==> src/rtl/wb_arbiter_rr.sv <==
// Round-robin Wishbone arbiter: N masters share one slave, grant held per CYC.
// Define WB_ARB_TIMEOUT_EN to add a watchdog that ends hung cycles with ERR.
module wb_arbiter_rr #(
    parameter int N_MASTERS      = 4,
    parameter int WB_ADDR_WIDTH  = 32,
    parameter int WB_DATA_WIDTH  = 32,
    parameter int TIMEOUT_CYCLES = 256
) (
    input  logic                                   clk,
    input  logic                                   rst,
    input  logic [N_MASTERS-1:0]                   m_cyc,
    input  logic [N_MASTERS-1:0]                   m_stb,
    input  logic [N_MASTERS-1:0]                   m_we,
    input  logic [N_MASTERS*WB_ADDR_WIDTH-1:0]     m_adr,
    input  logic [N_MASTERS*WB_DATA_WIDTH-1:0]     m_dat_w,
    input  logic [N_MASTERS*(WB_DATA_WIDTH/8)-1:0] m_sel,
    input  logic [N_MASTERS*3-1:0]                 m_cti,
    input  logic [N_MASTERS*2-1:0]                 m_bte,
    output logic [N_MASTERS-1:0]                   m_ack,
    output logic [N_MASTERS-1:0]                   m_err,
    output logic [WB_DATA_WIDTH-1:0]               m_dat_r,
    output logic                                   s_cyc,
    output logic                                   s_stb,
    output logic                                   s_we,
    output logic [WB_ADDR_WIDTH-1:0]               s_adr,
    output logic [WB_DATA_WIDTH-1:0]               s_dat_w,
    output logic [WB_DATA_WIDTH/8-1:0]             s_sel,
    output logic [2:0]                             s_cti,
    output logic [1:0]                             s_bte,
    input  logic                                   s_ack,
    input  logic                                   s_err,
    input  logic [WB_DATA_WIDTH-1:0]               s_dat_r,
    output logic [N_MASTERS-1:0]                   gnt
);

    localparam int LW = $clog2(N_MASTERS);
    localparam int SW = WB_DATA_WIDTH / 8;

    if (N_MASTERS < 2 || N_MASTERS > 8 || (WB_DATA_WIDTH % 8) != 0 ||
        TIMEOUT_CYCLES < 1) begin : g_param_check
        $error("wb_arbiter_rr: illegal parameter set");
    end

`ifdef WB_ARB_TIMEOUT_EN
    typedef enum logic [1:0] {IDLE, BUSY, TIMEOUT} state_t;
    localparam int CW = $clog2(TIMEOUT_CYCLES + 1);
    logic [CW-1:0] cnt_q, cnt_d;
`else
    typedef enum logic [1:0] {IDLE, BUSY} state_t;
`endif

    state_t               state_q, state_d;
    logic [N_MASTERS-1:0] gnt_q, gnt_d;
    logic [LW-1:0]        gidx_q, gidx_d;
    logic [LW-1:0]        last_q, last_d;
    logic [LW-1:0]        pick_idx;
    logic [LW-1:0]        cand;
    logic                 pick_hit;

    assign gnt     = gnt_q;
    assign m_dat_r = s_dat_r;

    // Search upward from the slot after the last winner, wrapping mod N.
    always_comb begin
        pick_idx = '0;
        pick_hit = 1'b0;
        cand     = last_q;
        for (int k = 0; k < N_MASTERS; k++) begin
            cand = (cand == LW'(N_MASTERS - 1)) ? '0 : cand + 1'b1;
            if (!pick_hit && m_cyc[cand]) begin
                pick_hit = 1'b1;
                pick_idx = cand;
            end
        end
    end

    always_comb begin
        state_d = state_q;
        gnt_d   = gnt_q;
        gidx_d  = gidx_q;
        last_d  = last_q;
`ifdef WB_ARB_TIMEOUT_EN
        cnt_d   = '0;
`endif
        s_cyc   = 1'b0;
        s_stb   = 1'b0;
        s_we    = 1'b0;
        s_adr   = '0;
        s_dat_w = '0;
        s_sel   = '0;
        s_cti   = '0;
        s_bte   = '0;
        m_ack   = '0;
        m_err   = '0;
        unique case (state_q)
            IDLE: begin
                if (pick_hit) begin
                    state_d = BUSY;
                    gidx_d  = pick_idx;
                    gnt_d   = {{(N_MASTERS-1){1'b0}}, 1'b1} << pick_idx;
                end
            end
            BUSY: begin
                s_cyc   = m_cyc[gidx_q];
                s_stb   = m_stb[gidx_q];
                s_we    = m_we[gidx_q];
                s_adr   = m_adr[int'(gidx_q)*WB_ADDR_WIDTH +: WB_ADDR_WIDTH];
                s_dat_w = m_dat_w[int'(gidx_q)*WB_DATA_WIDTH +: WB_DATA_WIDTH];
                s_sel   = m_sel[int'(gidx_q)*SW +: SW];
                s_cti   = m_cti[int'(gidx_q)*3 +: 3];
                s_bte   = m_bte[int'(gidx_q)*2 +: 2];
                m_ack   = gnt_q & {N_MASTERS{s_ack}};
                m_err   = gnt_q & {N_MASTERS{s_err}};
                if (!m_cyc[gidx_q]) begin
                    state_d = IDLE;
                    gnt_d   = '0;
                    last_d  = gidx_q;
                end
`ifdef WB_ARB_TIMEOUT_EN
                else if (s_stb && !s_ack && !s_err) begin
                    cnt_d = cnt_q + 1'b1;
                    if (cnt_d == CW'(TIMEOUT_CYCLES)) begin
                        state_d = TIMEOUT;
                    end
                end
`endif
            end
`ifdef WB_ARB_TIMEOUT_EN
            TIMEOUT: begin
                // Slave is cut off for this cycle; master sees one ERR beat.
                m_err   = gnt_q;
                state_d = BUSY;
            end
`endif
            default: begin
                state_d = IDLE;
                gnt_d   = '0;
            end
        endcase
    end

    always_ff @(posedge clk) begin
        if (rst) begin
            state_q <= IDLE;
            gnt_q   <= '0;
            gidx_q  <= '0;
            last_q  <= LW'(N_MASTERS - 1);
`ifdef WB_ARB_TIMEOUT_EN
            cnt_q   <= '0;
`endif
        end else begin
            state_q <= state_d;
            gnt_q   <= gnt_d;
            gidx_q  <= gidx_d;
            last_q  <= last_d;
`ifdef WB_ARB_TIMEOUT_EN
            cnt_q   <= cnt_d;
`endif
        end
    end

endmodule
==> config.mk <==
export PLATFORM = sky130hd
export DESIGN_NAME = wb_arbiter_rr
export DESIGN_NICKNAME = d
export VERILOG_FILES = /design/src/rtl/wb_arbiter_rr.sv
export SDC_FILE = /design/constraint.sdc
export NUM_CORES = 1
export LEC_CHECK = 0
export ABC_AREA = 1
export CAP_MARGIN = 20
export CORE_AREA = 2 2 178 180
export CTS_BUF_LIST = sky130_fd_sc_hd__clkbuf_4
export DETAILED_ROUTE_END_ITERATION = 12
export DIE_AREA = 0 0 180 182
export GPL_TIMING_DRIVEN = 0
export PLACE_DENSITY_LB_ADDON = 0.15
export SETUP_SLACK_MARGIN = 0.1
export SYNTH_ARGS = -nofsm -noshare
export SYNTH_HDL_FRONTEND = slang
export SYNTH_SLANG_ARGS = --single-unit
==> constraint.sdc <==
create_clock -name clk -period 2.7 [get_ports clk]
set_input_delay 0.27 -clock clk [delete_from_list [all_inputs] [get_ports clk]]
set_output_delay 0.27 -clock clk [all_outputs]
set_load 0.03 [all_outputs]
# Word-level counts from Yosys, hierarchy flattened
# Cells that the tools add are included.
[op_classes]
mul = 1
add_sub_neg = 4
magnitude_cmp = 5
n_eq_ne = 7
n_bitwise = 3
n_mux = 42
shift = 6
n_reduce_logical = 10
[ops]
columns = ["cell", "count"]
rows = [
  ["indexed part select 128 x 8 -> 32 bit", 2],
  ["two-way mux 32 bit", 2],
  ["two-way mux 2 bit", 11],
  ["two-way mux 4 bit", 5],
  ["indexed part select 16 x 5 -> 4 bit", 1],
  ["< comparator 2 x 3 -> 1 bit (second input constant)", 5],
  ["binary-select mux 1 bit (select 2 bit)", 7],
  ["two-way mux 1 bit", 14],
  ["indexed part select 12 x 5 -> 3 bit", 1],
  ["adder 2 x 1 -> 2 bit (second input constant)", 4],
  ["bitwise AND 4 bit", 2],
  ["equality test 2 bit (second input constant)", 4],
  ["case mux 4 bit (2 select lines)", 1],
  ["indexed part select 8 x 4 -> 2 bit", 1],
  ["AND reduction 2 bit", 3],
  ["multiplier 2 x 2 -> 4 bit (second input constant)", 1],
  ["inequality test 2 bit (second input constant)", 2],
  ["case mux 2 bit (2 select lines)", 1],
  ["left shift 1 x 2 -> 4 bit (first input constant)", 1],
  ["logical AND 1 bit", 3],
  ["logical NOT 1 bit", 3],
  ["two-way mux 3 bit", 1],
  ["equality test 2 x 1 -> 1 bit (second input constant)", 1],
  ["logical NOT 2 bit", 1],
  ["NOT 1 bit", 1],
]
[word_totals]
inputBits = 340
out_inout_bits = 120
reg_bits = 10
word_cells = 82

# Longest topological paths before layout
# Gate-level depths: netlist (run 1).
[depth]
ltp_word = 17
depth_mapped = 15
mapped_depth_nobuf = 14

# Worst setup path before layout (run 1)
# Ideal clock, no wire load.
[synth_timing]
path_type = "reg-to-output"
from = "register gidx_q[0]"
to = "output s_adr[22]"
setup_slack_ps = 807
t_required_ps = 2430
t_arrival_ps = 1623
stages_incl_launch_ff = 8
n_path_buf = 3
path_cell_list = "dfxtp_1 buf_2 buf_2 clkbuf_1 nor2_1 nor2_1 o21ai_0 a21oi_1"
[synth_via]
elab_chain_cells = 2
[synth_rtl]
columns = ["element", "line", "text"]
rows = [
  ["from (decl)", "54", "logic [LW-1:0] gidx_q, gidx_d;"],
  ["from (signal assigned)", "154", "gidx_q <= gidx_d;"],
  ["indexed part select 128 x 8 -> 32 bit", "107", "s_adr = m_adr[int'(gidx_q)*WB_ADDR_WIDTH +: WB_ADDR_WIDTH];"],
  ["two-way mux 32 bit", "95", "unique case (state_q)"],
  ["to (decl)", "25", "output logic [WB_ADDR_WIDTH-1:0] s_adr,"],
]
# No other way between the ends.

# Final worst setup path (run 1)
[layout_timing]
from = "register gidx_q[0]"
to = "output s_dat_w[21]"
[layout_via]
elab_chain_cells = 2
[layout_rtl]
columns = ["element", "line", "text"]
rows = [
  ["indexed part select 128 x 8 -> 32 bit", "108", "s_dat_w = m_dat_w[int'(gidx_q)*WB_DATA_WIDTH +: WB_DATA_WIDTH];"],
  ["two-way mux 32 bit", "95", ""],
  ["to (decl)", "26", "output logic [WB_DATA_WIDTH-1:0] s_dat_w,"],
]
# No other way between the ends.

==> results of run 1 <==
[worst min path at each step]
| stage | from | to | slack [ps] | cells past startpoint |
|---|---|---|---|---|
| 2_1_floorplan | rst | gnt[0]$_SDFFE_PP0P_ | 340 | 1 |
| 3_3_place_gp | gnt[3]$_SDFFE_PP0P_ | gnt[3]$_SDFFE_PP0P_ | 490 | 2 |
| 3_5_place_dp | gnt[3]$_SDFFE_PP0P_ | gnt[3]$_SDFFE_PP0P_ | 500 | 2 |
| 4_1_cts | gnt[3]$_SDFFE_PP0P_ | gnt[3]$_SDFFE_PP0P_ | 520 | 2 |
| 5_1_grt | gnt[0]$_SDFFE_PP0P_ | gnt[0]$_SDFFE_PP0P_ | 540 | 2 |
| 6_report | gnt[0]$_SDFFE_PP0P_ | gnt[0]$_SDFFE_PP0P_ | 510 | 2 |
[repair_timing]
item | 4_1_cts | 5_1_grt
buffers inserted | 1 | 0
setup endpoints to repair | 76 | 48
gates resized for setup | 136 | 61
[layer usage]
layer  up-vias  global-route usage [%]  part of all wire, %
li1       3281                       -                    -
met5         -                       0                0.046
met3        20                   3.530                  7.2
met4         2                   2.049                  1.0
met1      2808                   19.28                   42
met2       302                   30.24                   50
[logic make-up after synthesis]
family	share of synthesized area [%]
AOI/OAI and AO/OA	34.87
DFF	5.092
and+or+nand+nor	43.74
buffers and inverters	15.95
adders and majority gates	0.3536
[registers in the layout, indices dropped and copies added, names as in the netlist]
signal	cells
gnt	4
gidx_q	2
last_q	2
state_q	1
[per-stage QoR]
| stage | worst slack, ps | setup TNS, ps |
|---|---|---|
| after floorplan | 806.7 | 0 |
| after global placement | -560.8 | -23940 |
| after detailed placement | -577.7 | -25670 |
| after CTS | 48.97 | 0 |
| after global routing | 101.9 | 0 |
| final | 235.5 | 0 |
[area by class of cell]
type,instances,area (µm²),area share (%)
Multi-Input combinational cell,628,2806,33.93
Clock buffer,4,30.03,0.3631
Buffer,92,558.0,6.747
Tap cell,402,503.0,6.082
Timing Repair Buffer,428,4115,49.76
Sequential cell,9,180.2,2.179
Inverter,19,77.57,0.9380
[synth_stat cells, types with 8 or more instances]
library cell / count
nand3_1: 10
o21ai_0: 152
nand2_2: 9
inv_1: 13
dfxtp_1: 9
a21oi_1: 82
nor2_1: 306
buf_1: 10
buf_2: 9
buf_4: 32
nand2_1: 43
clkbuf_1: 40
nor3_1: 8
[power by group]
part,switching [µW],total [µW],internal (µW),leakage [µW]
clock network,48.0,115,67.0,0.0000184
registers,29.9,200,170,0.0000741
logic,2790,4340,1550,0.00337
[worst reg2reg max path, stage by stage (launching register included)]
cell	delay, ps
dfxtp_1	490
ha_1	380
inv_2	160
nand2_1	70
nand2_1	110
nand2_1	100
nand2_4	100
nand2_4	50
o21ai_4	220
inv_2	80
o21ai_1	120
nor2_1	50
==> results.yml, run 1 <==
finish:
  design_area_mm2: 0.008270
  nNetsFinal: 1522
  fin_util_pct: 26.69
  nFillCells: 3607
  drive_above_1_share_pct: 11.44
  layout_common_cells: "clkdlybuf4s50_1 (351), nor2_1 (304), o21ai_0 (150), a21oi_1 (81), nand2_1 (43)"
  layout_commonest_cell: "clkdlybuf4s50_1"
  layout.cells.non_filler: 1582
  area_delta_synth_final_pct: 133.7
  num_antenna_cells: 0
floorplanning:
  core-area_mm2: 0.03099
  start_util_pct: 11.42
  die_y_um: 182
  fp-row-count: 65
  die_x_um: 180
  io_pins: 460
  dieArea_mm2: 0.03276
worst_setup_path:
  required_ps: 2430
  r2r-start: "last_q[0]$_SDFFE_PP1P_"
  path_max_fanout: 10
  cp_data_arrival_time_ps: 2190
  crit_family: "buffers and inverters"
  crit_end: "s_dat_w[21]"
  worst-path-buf-inv: 5
  path_cells: "buf_6 > inv_4 > buf_4 > clkbuf_2 > o21ai_0 > a21oi_1 > dlygate4sd2_1"
  rrSetupSlack_ps: 660
  path_depth: 7
  end_kind: "output pin"
  startpoint: "gidx_q[0]$_SDFFE_PP0P_"
  slowest_stage: "dlygate4sd2_1"
  crit_path_max_incr_delay_ps: 410
  r2r_end: "gidx_q[0]$_SDFFE_PP0P_"
  crit_type: "register to output pin"
  critPathLaunchType: "register"
  r2r_cells: 11
cts:
  cts.sinks: 9
  cts-hold-fix-buffers: 0
  path_clk_slew_ps: 70
  cts_tree: "done"
  cts_buffer_depth: 2
  cts-root-buf: "clkbuf_4"
  cts_buffers: 3
  htreeDepth: 1
  worstSkewPairLatency_ps: 260
yosys:
  syn_inst: 748
  ys_seq_area_share_pct: 5.092
  netlist.area_leader.share_pct: 32.46
  ys_async_sr_fraction_pct: 0
  synth_fp_nets: 1089
  yosys.cell_types.count: 25
  yosys_register_bits: 9
  synth-edff-count: 0
  syn_avg_cell_area_um2: 4.730
  synth.area.top_cells: "nor2_1 (32%), o21ai_0 (21%), a21oi_1 (12%)"
  synth_largest_area_cell: "nor2_1"
  yosysWarningCount: 0
  yosys_most_used_dff: "dfxtp_1"
  syn_area_mm2: 0.003538
power:
  p_leak_uw: 0.003463
  powerDensity_mw_per_mm2: 562.4
  ir_drop_mv: 0.1685
  p_total_uw: 4651
sta:
  finClkSkew_ps: 8.007
  setup_viol: 0
  tightest_slew_ps: 849.8
  rsz0062_at_grt: "false"
  fmax_mhz: 405.8
  fin_crit_sh_pct: 91.28
  drv_slew: 0
  fin_crit_ps: 2465
  slew_headroom_pct: 43.34
  hold_viol_final: 0
  holdWs_ps: 507.0
placement:
  gp_congestion: 0.8241
  dpl_cell_area_mm2: 0.008315
  portBuffers: 427
  dp_hpwl_um: 23910
  dp_cells: 1577
route:
  drtPass1Iterations: 5
  drt-total-wl_um: 28340
  dr.first_iter.drc_count: 234
  drc: 0
  ant_nets: 0
  routed_via_density: 4.054
  avgRoutedWirePerCell_um: 17.92
  vias: 6413
global_route:
  antenna_found_initial: 1
  grt_max_degree: 11
  overflow: 0
  grt_pass1_wl_um: 40940
  grt_util_all_layers_pct: 16.17
  first_global_vias: 6604
flow_run:
  maxCapViolations: 0
run_status:
  outcome: "finished, final reports clean"
worst_hold_path:
  hp-class: "register to register"
(Power assumes the default switching activity.)
==> run 2, diff against run 1 <==
--- a/config.mk
+++ b/config.mk
@@ -5,12 +5,11 @@
 export SDC_FILE = /design/constraint.sdc
 export NUM_CORES = 1
 export LEC_CHECK = 0
-export ABC_AREA = 1
 export CAP_MARGIN = 20
-export CORE_AREA = 2 2 178 180
+export CORE_AREA = 2 2 177 179
 export CTS_BUF_LIST = sky130_fd_sc_hd__clkbuf_4
 export DETAILED_ROUTE_END_ITERATION = 12
-export DIE_AREA = 0 0 180 182
+export DIE_AREA = 0 0 179 181
 export GPL_TIMING_DRIVEN = 0
 export PLACE_DENSITY_LB_ADDON = 0.15
 export SETUP_SLACK_MARGIN = 0.1
==> results.yml, run 2 <==
floorplanning:
  core-area_mm2: 0.03035
  dieArea_mm2: 0.03240
  fp-row-count: 64
  io_pins: 460
  die_y_um: 181
  die_x_um: 179
  start_util_pct: 10.27
worst_setup_path:
  end_kind: "output pin"
  critPathLaunchType: "register"
  cp_data_arrival_time_ps: 2270
  path_depth: 5
  worst-path-buf-inv: 3
  path_cells: "clkbuf_4 > buf_6 > mux4_2 > and2_1 > clkdlybuf4s50_1"
  crit_family: "buffers and inverters"
  required_ps: 2430
  slowest_stage: "clkdlybuf4s50_1"
  path_max_fanout: 10
  crit_type: "register to output pin"
  r2r_cells: 5
  crit_path_max_incr_delay_ps: 600
finish:
  layout_commonest_cell: "clkdlybuf4s50_1"
  largest_register_ffs: 4
  nNetsFinal: 1046
  layout.cells.non_filler: 1101
  drive_above_1_share_pct: 19.74
  layout_common_cells: "clkdlybuf4s50_1 (352), and2_1 (77), mux4_2 (76), dlygate4sd2_1 (65), buf_4 (32)"
  area_delta_synth_final_pct: 153.9
  nFillCells: 3260
yosys:
  yosysMostFrequentCell: "and2_1"
  synth_commonest_cells: "and2_1 (77), mux4_2 (76), buf_4 (35)"
  yosys_most_used_dff: "dfxtp_1"
  syn_avg_cell_area_um2: 11.37
  synth.area.top_cells: "mux4_2 (55%), and2_1 (15%), buf_4 (8.4%)"
  synth_fp_nets: 615
  ys_seq_area_share_pct: 5.783
  yosys_register_bits: 9
  syn_area_mm2: 0.003115
  syn_inst: 274
  yosysWarningCount: 0
  netlist.area_leader.share_pct: 54.94
  synth-edff-count: 0
  synth_largest_area_cell: "mux4_2"
  ys_async_sr_fraction_pct: 0
  yosys.cell_types.count: 30
power:
  powerDensity_mw_per_mm2: 256.0
  p_leak_uw: 0.003135
  ir_drop_mv: 0.09518
sta:
  tns_ps: 0
  fmax_mhz: 393.3
  drv_slew: 0
  fin_crit_sh_pct: 94.18
  slew_headroom_pct: 58.02
  worst_slack_ps: 157.2
  finClkSkew_ps: 5.414
  rsz0062_at_grt: "true"
  setup_viol: 0
  tightest_slew_ps: 629.8
  hold_viol_final: 0
  fin_crit_ps: 2543
route:
  drc: 0
  routed_via_density: 3.747
  drt-total-wl_um: 21360
  vias: 4125
  ant_nets: 0
  avgRoutedWirePerCell_um: 19.40
  drtPass1Iterations: 4
  dr.first_iter.drc_count: 71
worst_hold_path:
  whs_path_depth: 2
  hp-class: "primary input to register"
placement:
  portBuffers: 426
  dp_cells: 1096
  dp_slack_ps: -261.6
  dp_hpwl_um: 18480
  gp_congestion: 0.8170
cts:
  cts_tree: "done"
  cts.sinks: 9
  cts_buffers: 3
  cts_buffer_depth: 2
  worstSkewPairLatency_ps: 270
  cts_setup_buffers: 0
  path_clk_slew_ps: 70
  htreeDepth: 1
  cts-root-buf: "clkbuf_4"
global_route:
  overflow: 0
  grt_util_all_layers_pct: 12.16
  first_global_vias: 4317
  antenna_found_initial: 2
  grt_max_degree: 11
  grt_pass1_wl_um: 29230
run_status:
  outcome: "finished, final reports clean"
flow_run:
  maxCapViolations: 0
-- run 2: metal layers --
metal / global-route usage (%) / routed length (µm) / vias to the layer above
met5: 0 / 13 / -
met4: 0.9106 / 167 / 2
met3: 3.199 / 2080 / 10
met2: 22.78 / 10940 / 234
met1: 14.22 / 8160 / 1970
li1: - / - / 1909
-- run 2: what timing repair did --
action / 4_1_cts / 5_1_grt
setup endpoints to repair: 79 / 48
hold buffers: 0 / 0
gates resized for setup: 89 / 17
gates cloned: 0 / 0
-- run 2: path summary, 6_finish.rpt --
check,from,end,slack [ps]
setup / recovery,gidx_q[0]$_SDFFE_PP0P_,s_dat_w[12],160
hold / removal,rst,state_q[0]$_SDFFE_PP0P_,370
setup reg to reg,last_q[0]$_SDFFE_PP1P_,gidx_q[0]$_SDFFE_PP0P_,920
hold reg to reg,last_q[1]$_SDFFE_PP1P_,last_q[1]$_SDFFE_PP1P_,480
-- run 2: logic make-up after synthesis --
| logic type | after synthesis | synth area share (%) |
|---|---|---|
| compound gates | 18 | 4.338 |
| fa+ha+maj | 1 | 0.4015 |
| buf+inv | 63 | 12.93 |
| flops | 9 | 5.783 |
| mux | 76 | 54.94 |
| simple gates | 107 | 21.61 |
-- run 2: where the power goes --
group | switching, µW | internal [µW]
clock network | 55.7 | 67.2
logic | 754 | 988
registers | 14.6 | 146
total | 824 | 1200
-- run 2: cell type report --
type	count	area [µm²]	area share (%)
Antenna cell	1	2.502	0.03163
Buffer	61	465.4	5.883
Clock buffer	4	30.03	0.3796
Inverter	2	7.507	0.09489
Multi-Input combinational cell	202	2532	32.01
Sequential cell	9	180.2	2.277
Tap cell	396	495.5	6.263
Timing Repair Buffer	426	4198	53.06
-- run 2: through the flow --
stage                     utilization (%)  power, µW  hold slack (ps)  cell area [µm²]
final                               26.07       2026            372.3             7911
after global routing                26.06       2162            434.9             7909
after CTS                           25.94       2061            384.1             7873
after detailed placement            25.95       1987            465.5             7875
after global placement              25.95       1990            457.1             7875
after floorplan                         -       1079            439.7             3115
